## config.mk

```make
export PLATFORM = sky130hd
export DESIGN_NAME = image_streamer_flat
export DESIGN_NICKNAME = d
export VERILOG_FILES = /design/src/rtl/image_streamer_if.sv /design/src/rtl/image_streamer.sv /design/src/flat_wrapper.sv
export SDC_FILE = /design/constraint.sdc
export NUM_CORES = 1
export LEC_CHECK = 0
export BUFFER_PORTS_ARGS = -buffer_cell sky130_fd_sc_hd__buf_4
export CAP_MARGIN = 25
export CORE_ASPECT_RATIO = 2
export CORE_MARGIN = 5
export CORE_UTILIZATION = 40
export CTS_BUF_LIST = sky130_fd_sc_hd__clkbuf_16
export DETAILED_ROUTE_END_ITERATION = 8
export PLACE_DENSITY = 0.71
export SLEW_MARGIN = 10
export SYNTH_ARGS = -nofsm -noshare
export SYNTH_HDL_FRONTEND = slang
export SYNTH_SLANG_ARGS = --single-unit
```

## constraint.sdc

```tcl
create_clock -name clk -period 2.61 [get_ports clk]
set_input_delay 0.3915 -clock clk [delete_from_list [all_inputs] [get_ports clk]]
set_output_delay 0.3915 -clock clk [all_outputs]
set_load 0.005 [all_outputs]
```

## src/rtl/image_streamer_if.sv

```systemverilog
// Image RAM read port and pixel stream handshake shared by image_streamer and its neighbours.
interface image_streamer_if #(
   parameter int DATA_W = 32,
   parameter int AW     = 10
);
   logic [AW-1:0]     ram_addr;
   logic              ram_rden;
   logic [DATA_W-1:0] ram_q;
   logic [DATA_W-1:0] out_data;
   logic              out_valid;
   logic              out_ready;
   logic              out_last;

   modport master (
      output ram_addr, ram_rden, out_data, out_valid, out_last,
      input  ram_q, out_ready
   );

   modport slave (
      input  ram_addr, ram_rden, out_data, out_valid, out_last,
      output ram_q, out_ready
   );
endinterface

```

## src/rtl/image_streamer.sv

```systemverilog
// Streams one DEPTH-word frame from the image RAM to the classifier through a 2-entry FIFO.
// Defining INK_COUNT_EN adds a counter of nonzero words transferred (ink_count).
module image_streamer #(
   parameter int DEPTH  = 1024,
   parameter int DATA_W = 32
) (
   input  logic             clk,
   input  logic             reset_n,
   input  logic             start,
   input  logic             abort,
   image_streamer_if.master bus,
   output logic             busy,
   output logic             done,
   output logic [10:0]      ink_count
);
   localparam int AW = 10;
   localparam logic [AW-1:0] LAST_IDX = AW'(DEPTH - 1);

   typedef enum logic [1:0] {
      S_IDLE  = 2'd0,
      S_FETCH = 2'd1,
      S_DRAIN = 2'd2,
      S_DONE  = 2'd3
   } state_t;

   state_t            state_q, state_d, nxt_s;
   logic [AW-1:0]     rd_idx_q, rd_idx_d;
   logic [AW-1:0]     out_idx_q, out_idx_d;
   logic              pend_q, pend_d;
   logic [1:0]        cnt_q, cnt_d;
   logic              wr_ptr_q, wr_ptr_d;
   logic              rd_ptr_q, rd_ptr_d;
   logic [DATA_W-1:0] mem_q [2];
   logic [DATA_W-1:0] mem_d [2];
   logic              accept_s, pop_s, wr_s, issue_s, head_last_s;
   logic [2:0]        occ_s;
   logic [DATA_W-1:0] head_s;

   // Handshake decode; a read is allowed while post-pop occupancy plus the in-flight read is below 2.
   always_comb begin
      head_s      = mem_q[rd_ptr_q];
      pop_s       = (cnt_q != 2'd0) && bus.out_ready;
      accept_s    = (state_q == S_IDLE) && start && !abort;
      occ_s       = {1'b0, cnt_q} + {2'b00, pend_q} - {2'b00, pop_s};
      issue_s     = (state_q == S_FETCH) && !abort && (occ_s < 3'd2);
      wr_s        = pend_q && !abort;
      head_last_s = (out_idx_q == LAST_IDX);
   end

   // Frame sequencing; abort overrides every transition.
   always_comb begin
      nxt_s     = state_q;
      rd_idx_d  = rd_idx_q;
      out_idx_d = (pop_s && !head_last_s) ? out_idx_q + 10'd1 : out_idx_q;
      case (state_q)
         S_IDLE: begin
            if (accept_s) begin
               nxt_s     = S_FETCH;
               rd_idx_d  = 10'd0;
               out_idx_d = 10'd0;
            end else begin
               nxt_s = S_IDLE;
            end
         end
         S_FETCH: begin
            if (issue_s && (rd_idx_q == LAST_IDX)) begin
               nxt_s = S_DRAIN;
            end else if (issue_s) begin
               rd_idx_d = rd_idx_q + 10'd1;
            end else begin
               nxt_s = S_FETCH;
            end
         end
         S_DRAIN: begin
            if (pop_s && head_last_s) begin
               nxt_s = S_DONE;
            end else begin
               nxt_s = S_DRAIN;
            end
         end
         S_DONE:  nxt_s = S_IDLE;
         default: nxt_s = S_IDLE;
      endcase
      state_d = abort ? S_IDLE : nxt_s;
   end

   // 2-entry FIFO fed by the read returning one cycle after issue; abort flushes it.
   always_comb begin
      mem_d    = mem_q;
      wr_ptr_d = wr_ptr_q;
      rd_ptr_d = rd_ptr_q;
      cnt_d    = cnt_q;
      pend_d   = issue_s;
      if (abort) begin
         cnt_d    = 2'd0;
         wr_ptr_d = 1'b0;
         rd_ptr_d = 1'b0;
      end else begin
         if (wr_s) begin
            mem_d[wr_ptr_q] = bus.ram_q;
            wr_ptr_d        = ~wr_ptr_q;
         end else begin
            wr_ptr_d = wr_ptr_q;
         end
         if (pop_s) begin
            rd_ptr_d = ~rd_ptr_q;
         end else begin
            rd_ptr_d = rd_ptr_q;
         end
         cnt_d = cnt_q + {1'b0, wr_s} - {1'b0, pop_s};
      end
   end

   // State, index and FIFO registers.
   always_ff @(posedge clk or negedge reset_n) begin
      if (!reset_n) begin
         state_q   <= S_IDLE;
         rd_idx_q  <= 10'd0;
         out_idx_q <= 10'd0;
         pend_q    <= 1'b0;
         cnt_q     <= 2'd0;
         wr_ptr_q  <= 1'b0;
         rd_ptr_q  <= 1'b0;
         mem_q[0]  <= {DATA_W{1'b0}};
         mem_q[1]  <= {DATA_W{1'b0}};
      end else begin
         state_q   <= state_d;
         rd_idx_q  <= rd_idx_d;
         out_idx_q <= out_idx_d;
         pend_q    <= pend_d;
         cnt_q     <= cnt_d;
         wr_ptr_q  <= wr_ptr_d;
         rd_ptr_q  <= rd_ptr_d;
         mem_q[0]  <= mem_d[0];
         mem_q[1]  <= mem_d[1];
      end
   end

   assign bus.ram_addr  = rd_idx_q;
   assign bus.ram_rden  = issue_s;
   assign bus.out_data  = head_s;
   assign bus.out_valid = (cnt_q != 2'd0);
   assign bus.out_last  = (cnt_q != 2'd0) && head_last_s;
   assign busy          = (state_q != S_IDLE);
   assign done          = (state_q == S_DONE);

`ifdef INK_COUNT_EN
   logic [10:0] ink_q, ink_d;

   // Saturating count of nonzero words, cleared on an accepted start and held after done.
   always_comb begin
      if (accept_s) begin
         ink_d = 11'd0;
      end else if (pop_s && (head_s != {DATA_W{1'b0}}) && (ink_q != 11'd1024)) begin
         ink_d = ink_q + 11'd1;
      end else begin
         ink_d = ink_q;
      end
   end

   // Ink counter register.
   always_ff @(posedge clk or negedge reset_n) begin
      if (!reset_n) begin
         ink_q <= 11'd0;
      end else begin
         ink_q <= ink_d;
      end
   end

   assign ink_count = ink_q;
`else
   assign ink_count = 11'd0;
`endif
endmodule
```

## src/flat_wrapper.sv

```systemverilog
// flat-port wrapper written by rule: the top's interface ports become plain ports
module image_streamer_flat 
#(
   parameter int DEPTH  = 1024,
   parameter int DATA_W = 32
)
  (clk, reset_n, start, abort, busy, done, ink_count, bus_ram_addr, bus_ram_rden, bus_out_data, bus_out_valid, bus_out_last, bus_ram_q, bus_out_ready);
  image_streamer_if #(.DATA_W(DATA_W)) bus_i ();
  input  logic clk;
  input  logic reset_n;
  input  logic start;
  input  logic abort;
  output logic busy;
  output logic done;
  output logic [10:0] ink_count;
  output wire logic [$bits(bus_i.ram_addr)-1:0] bus_ram_addr;
  output wire logic [$bits(bus_i.ram_rden)-1:0] bus_ram_rden;
  output wire logic [$bits(bus_i.out_data)-1:0] bus_out_data;
  output wire logic [$bits(bus_i.out_valid)-1:0] bus_out_valid;
  output wire logic [$bits(bus_i.out_last)-1:0] bus_out_last;
  input wire logic [$bits(bus_i.ram_q)-1:0] bus_ram_q;
  input wire logic [$bits(bus_i.out_ready)-1:0] bus_out_ready;
  assign bus_ram_addr = bus_i.ram_addr;
  assign bus_ram_rden = bus_i.ram_rden;
  assign bus_out_data = bus_i.out_data;
  assign bus_out_valid = bus_i.out_valid;
  assign bus_out_last = bus_i.out_last;
  assign bus_i.ram_q = bus_ram_q;
  assign bus_i.out_ready = bus_out_ready;
  image_streamer #(.DEPTH(DEPTH), .DATA_W(DATA_W)) u_core (.clk(clk), .reset_n(reset_n), .start(start), .abort(abort), .bus(bus_i), .busy(busy), .done(done), .ink_count(ink_count));
endmodule
```

# == After elaboration in Yosys (flattened, before gate mapping) ==
# Cells that the tools add are included.
# totals
regBits,91
input_bits,37
output_inout_bits,58
elab_cells,78
# classes
add_sub_neg,6
order_cmp,4
eq_ne,9
muxes,24
n_bitwise,5
reduce_logical,21
# ops
cell,n
32-bit 2-to-1 mux,4
64-bit bitwise mux,1
10-bit 2-to-1 mux,6
32-bit demux with 1-bit select,1
10-bit by 1-bit adder with 10-bit output (second input constant),2
10-bit == test (second input constant),2
10-bit one-hot mux with 2 select lines,1
1-bit logical AND,11
2-bit nonzero test,5
2-bit 2-to-1 mux,4
2-bit one-hot mux with 4 select lines,1
1-bit 2-to-1 mux,6
2-bit == test (second input constant),2
2-bit >= comparator (second input constant),2
2-bit by 1-bit inequality test with 1-bit output (second input constant),2
4-bit inequality test (second input constant),1
1-bit NOT with 2-bit output,2
4-bit AND reduction,1
2-bit by 1-bit adder with 3-bit output,1
3-bit by 2-bit less-than comparator with 1-bit output (second input constant),1
1-bit NOT,3
3-bit by 1-bit subtractor with 3-bit output,1
2-bit by 1-bit adder with 2-bit output,1
2-bit by 1-bit == test with 1-bit output (second input constant),1
6 further kinds,7

# == Depth between registers and ports, before layout ==
# logic_depth
word_depth,9
mapped_depth,9
mapped_depth_nobuf,8

# == Worst setup path before layout ==
# OpenSTA, ideal clock, no wires.
# synth_timing
path_type,register -> register
start,register u_core.cnt_q[1]
end,"register u_core.rd_idx_q[3], in the netlist u_core.bus.ram_addr[3]"
setup_time_ns,0.078
arrival_time_ns,2.368
t_required_ns,2.532
path_slack_ns,0.164
stages_incl_launch_ff,9
n_path_buf,1
period_less_slack_ns,2.446
path_cell_list,dfrtp_1 > o21a_1 > buf_4 > nor2b_1 > fa_1 > and4bb_2 > nand2_1 > or4_1 > a21oi_1
# synth_between
elab_chain_cells,8
word_cells_on_any_way,10
cone_classes,2 x add/sub; 1 x order compare; 2 x eq/ne; 5 x reduce/logical
# synth_rtl
item,line_no,text
"start, declared",image_streamer.sv:30,"logic [1:0] cnt_q, cnt_d;"
"start signal, assigned",image_streamer.sv:131,cnt_q <= cnt_d;
"parallel branches: the longest is 2 deep, another holds 2-bit by 1-bit adder with 3-bit output",--,
3-bit by 1-bit subtractor with 3-bit output *,image_streamer.sv:44,"occ_s = {1'b0, cnt_q} + {2'b00, pend_q} - {2'b00, pop_s};"
3-bit by 2-bit less-than comparator with 1-bit output *,image_streamer.sv:45,issue_s = (state_q == S_FETCH) && !abort && (occ_s < 3'd2);
1-bit logical AND *,image_streamer.sv:45,
1-bit logical AND,image_streamer.sv:66,if (issue_s && (rd_idx_q == LAST_IDX)) begin
2-bit inequality test (no line),--,
4-bit AND reduction (no line) *,--,
"end signal, assigned",image_streamer.sv:128,rd_idx_q <= rd_idx_d;
"end, declared",image_streamer.sv:27,"logic [AW-1:0] rd_idx_q, rd_idx_d;"
# Every way passes the cells marked *.
# A chain may end at the register's enable or synchronous reset.

# == Worst setup path in the final report ==
# layout_timing
start,register u_core.cnt_q[0]
end,output port bus_ram_rden
# layout_between
elab_chain_cells,5
word_cells_on_any_way,6
cone_classes,2 x add/sub; 1 x order compare; 3 x reduce/logical
# layout_rtl
item,line_no,text
"parallel branches: the longest is 2 deep, another holds 2-bit by 1-bit adder with 3-bit output",--,
3-bit by 1-bit subtractor with 3-bit output *,image_streamer.sv:44,
3-bit by 2-bit less-than comparator with 1-bit output *,image_streamer.sv:45,
1-bit logical AND *,image_streamer.sv:45,
"end, declared",flat_wrapper.sv:17,output wire logic [$bits(bus_i.ram_rden)-1:0] bus_ram_rden;
# Marks and branches as above.

==> flow_summary_export.csv <==
group,metric,value,unit
run_status,status,"completed",
setup_path,start_kind,"register",
die,num_io_pins,95,
die,fp.dieW,84.0,um
setup_path,worstPathMaxFanout,6,
drt,dr.pass1.iters,4,
clock_tree,cts_tree,"yes",
finish,syn2layout_area_growth,23.3,%
sta,drv_slew,0,
logic_synthesis,synth_seq_cells,91,
logic_synthesis,ys.flop_type,"dfrtp_1",
die,start_util,40.5,%
setup_path,cp-end-kind,"primary output",
clock_tree,root_buffer,"clkbuf_16",
clock_tree,cts_max_path_buffers,2,
logic_synthesis,synthCells,344,
setup_path,ff2ff_path_depth,9,
pwr,ir_worst_vdd,518,uV
pwr,power_density,1040,mW/mm^2
logic_synthesis,async_reset_ff_share,100,%
finish,final_util,50.0,%
finish,design_area,0.00540,sq mm
drt,route.detailed.drc,0,
clock_tree,cts.clk_slew.worst_paths,0.07,ns
global_route,grt_overflow_total,0,
clock_tree,htree_levels,3,
setup_path,crit_required,2.22,ns
die,rows,54,
die,dieArea,0.0133,sq mm
drt,drt-initial-drc-count,103,
setup_path,critPathCapture,"bus_ram_rden",
global_route,grt_pass1_wl,15200,um
drt,wire_per_inst,16.2,um
finish,final_cell_mix,"mux2_2, buf_4, dfrtp_1, a21oi_1",
clock_tree,hold_buffers,0,
job,maxCapViolCount,0,
global_route,antenna_found_initial,0,
finish,antennaDiodeCount,0,
drt,wl,9290,um
pwr,cellLeakagePower,2.53,nW
setup_path,arrival,2.13,ns
placed_design,globalplace.congestion,0.824,
die,die_h,158,um
logic_synthesis,netlist-cell-type-count,47,
sta,clock_skew,0.00879,ns
global_route,grt_max_degree,92,
logic_synthesis,yosys_warnings,0,
sta,fmaxAchievable,397,MHz
placed_design,dpl_cell_area,0.00511,sq mm
logic_synthesis,ys_seq_area_share,52.0,%
logic_synthesis,synth_edf_count,0,
sta,fin_crit_sh,96.4,%
sta,worst_pin_slew,0.510,ns
setup_path,cp-startpoint,"u_core.cnt_q[0]",
clock_tree,insertion_delay,0.33,ns
sta,fin_crit,2.52,ns
sta,hold_violations,0,
setup_path,ff2ff_setup_slack,0.24,ns
pwr,p_total,5.63,mW
drt,drtAntennaViolNets,0,
logic_synthesis,syn-cell-area,0.00438,sq mm
finish,nNetsFinal,472,
global_route,grt.total_usage,14.4,%
sta,setup_ws,0.0927,ns
min_path,hold_class,"in -> async",
clock_tree,numCtsBuffers,9,
global_route,grt_pass1_vias,3218,
placed_design,port_buffers,83,
placed_design,place_ws,0.190,ns
setup_path,r2r_start,"u_core.cnt_q[0]",
finish,final_common_cell,"mux2_2",
finish,layout-drive-gt1-share,49.7,%
drt,via_per_inst,5.19,
logic_synthesis,syn_avg_cell_area,12.7,sq um
placed_design,dp_hpwl,6610,um
setup_path,critPathKind,"reg -> out",
setup_path,r2r_end,"u_core.state_q[0]",
sta,fin_tns_setup,0,ns
sta,rsz0062_at_grt,"no",
die,core,0.0108,sq mm
drt,via_count,2984,
sta,slew_headroom,66.0,%
sta,setup_violations,0,
clock_tree,cts.sinks,91,
repair_timing:
action                                 CTS  global route
setup endpoints to repair                1             1
gates resized for setup                  1             1
buffers inserted                         1             1
endpoints found under the hold margin    0             0
gates cloned                             0             0
flip-flops by register name, indices dropped and copies added (netlist names):
signal               count
u_core.rd_ptr_q          1
u_core.bus.ram_addr     10
u_core.state_q           2
u_core.mem_q            64
u_core.wr_ptr_q          1
u_core.out_idx_q        10
u_core.pend_q            1
u_core.cnt_q             2
worst min-delay path by stage:
stage            start                endpoint  cells past startpoint
2_1_floorplan  reset_n  u_core.bus.ram_addr[0]                      0
3_3_place_gp   reset_n  u_core.bus.ram_addr[2]                      2
3_5_place_dp   reset_n  u_core.bus.ram_addr[2]                      2
4_1_cts        reset_n  u_core.bus.ram_addr[2]                      2
5_1_grt        reset_n  u_core.bus.ram_addr[2]                      2
6_report       reset_n  u_core.bus.ram_addr[2]                      2
metal layers:
metal	routed length, um	track usage, %
met3	353	2.76
met4	261	7.59
met5	0	0
met2	5410	27.6
met1	3270	14.6
cell families after synthesis:
family / Yosys count / synth area share, %
AO/OA/AOI/OAI: 36 / 5.26
adder cells (fa/ha/maj): 5 / 1.60
flip-flops: 91 / 52.0
other: 1 / 0.0856
AND/OR/NAND/NOR: 72 / 9.71
XOR/XNOR: 7 / 1.40
buffers and inverters: 33 / 4.57
multiplexers: 99 / 25.4
cell type report:
class                      count  area (sq um)
tap                          140           175
sequential                    91          2280
fill                         982          5410
inverter                       6          25.0
clock inverter                 7          45.0
clock buffer                   9           225
timing repair buffer          92           703
multi-input combinational    230          1950
worst max-delay path, cell delays in order (launching register included):
cell and delay [ns]:
dfrtp_1 0.41, o21a_1 0.20, nor2b_1 0.15, fa_1 0.50, and4bb_2 0.25, nand2_2 0.10
inv_4 0.09, buf_4 0.10
metrics by stage:
| stage | cells | hold WS, ns |
|---|---|---|
| final | 575 | 0.0605 |
| after global routing | 575 | 0.127 |
| after CTS | 574 | 0.112 |
| after detailed placement | 557 | 0.478 |
| after global placement | 557 | 0.466 |
| after floorplan | 354 | 0.0959 |
cells in the mapped netlist (5+ instances only):
cell type	count	area share, %
buf_4	15	2.6
clkbuf_1	6	0.51
inv_1	5	0.43
or4_1	5	0.86
o21ai_0	5	0.57
a21oi_1	14	1.6
mux2_2	96	25
nor2_1	10	0.86
nand3_1	7	0.80
dfrtp_1	91	52
nand2_1	12	1.0
o31ai_1	7	1.2
nor2b_1	5	0.71
report_power, final:
part           switching, mW  internal, mW  total, mW
logic                  0.833          1.37       2.20
clock network          0.525         0.641       1.17
registers              0.296          1.97       2.26
Note: power is estimated with default switching activity, not from simulation.
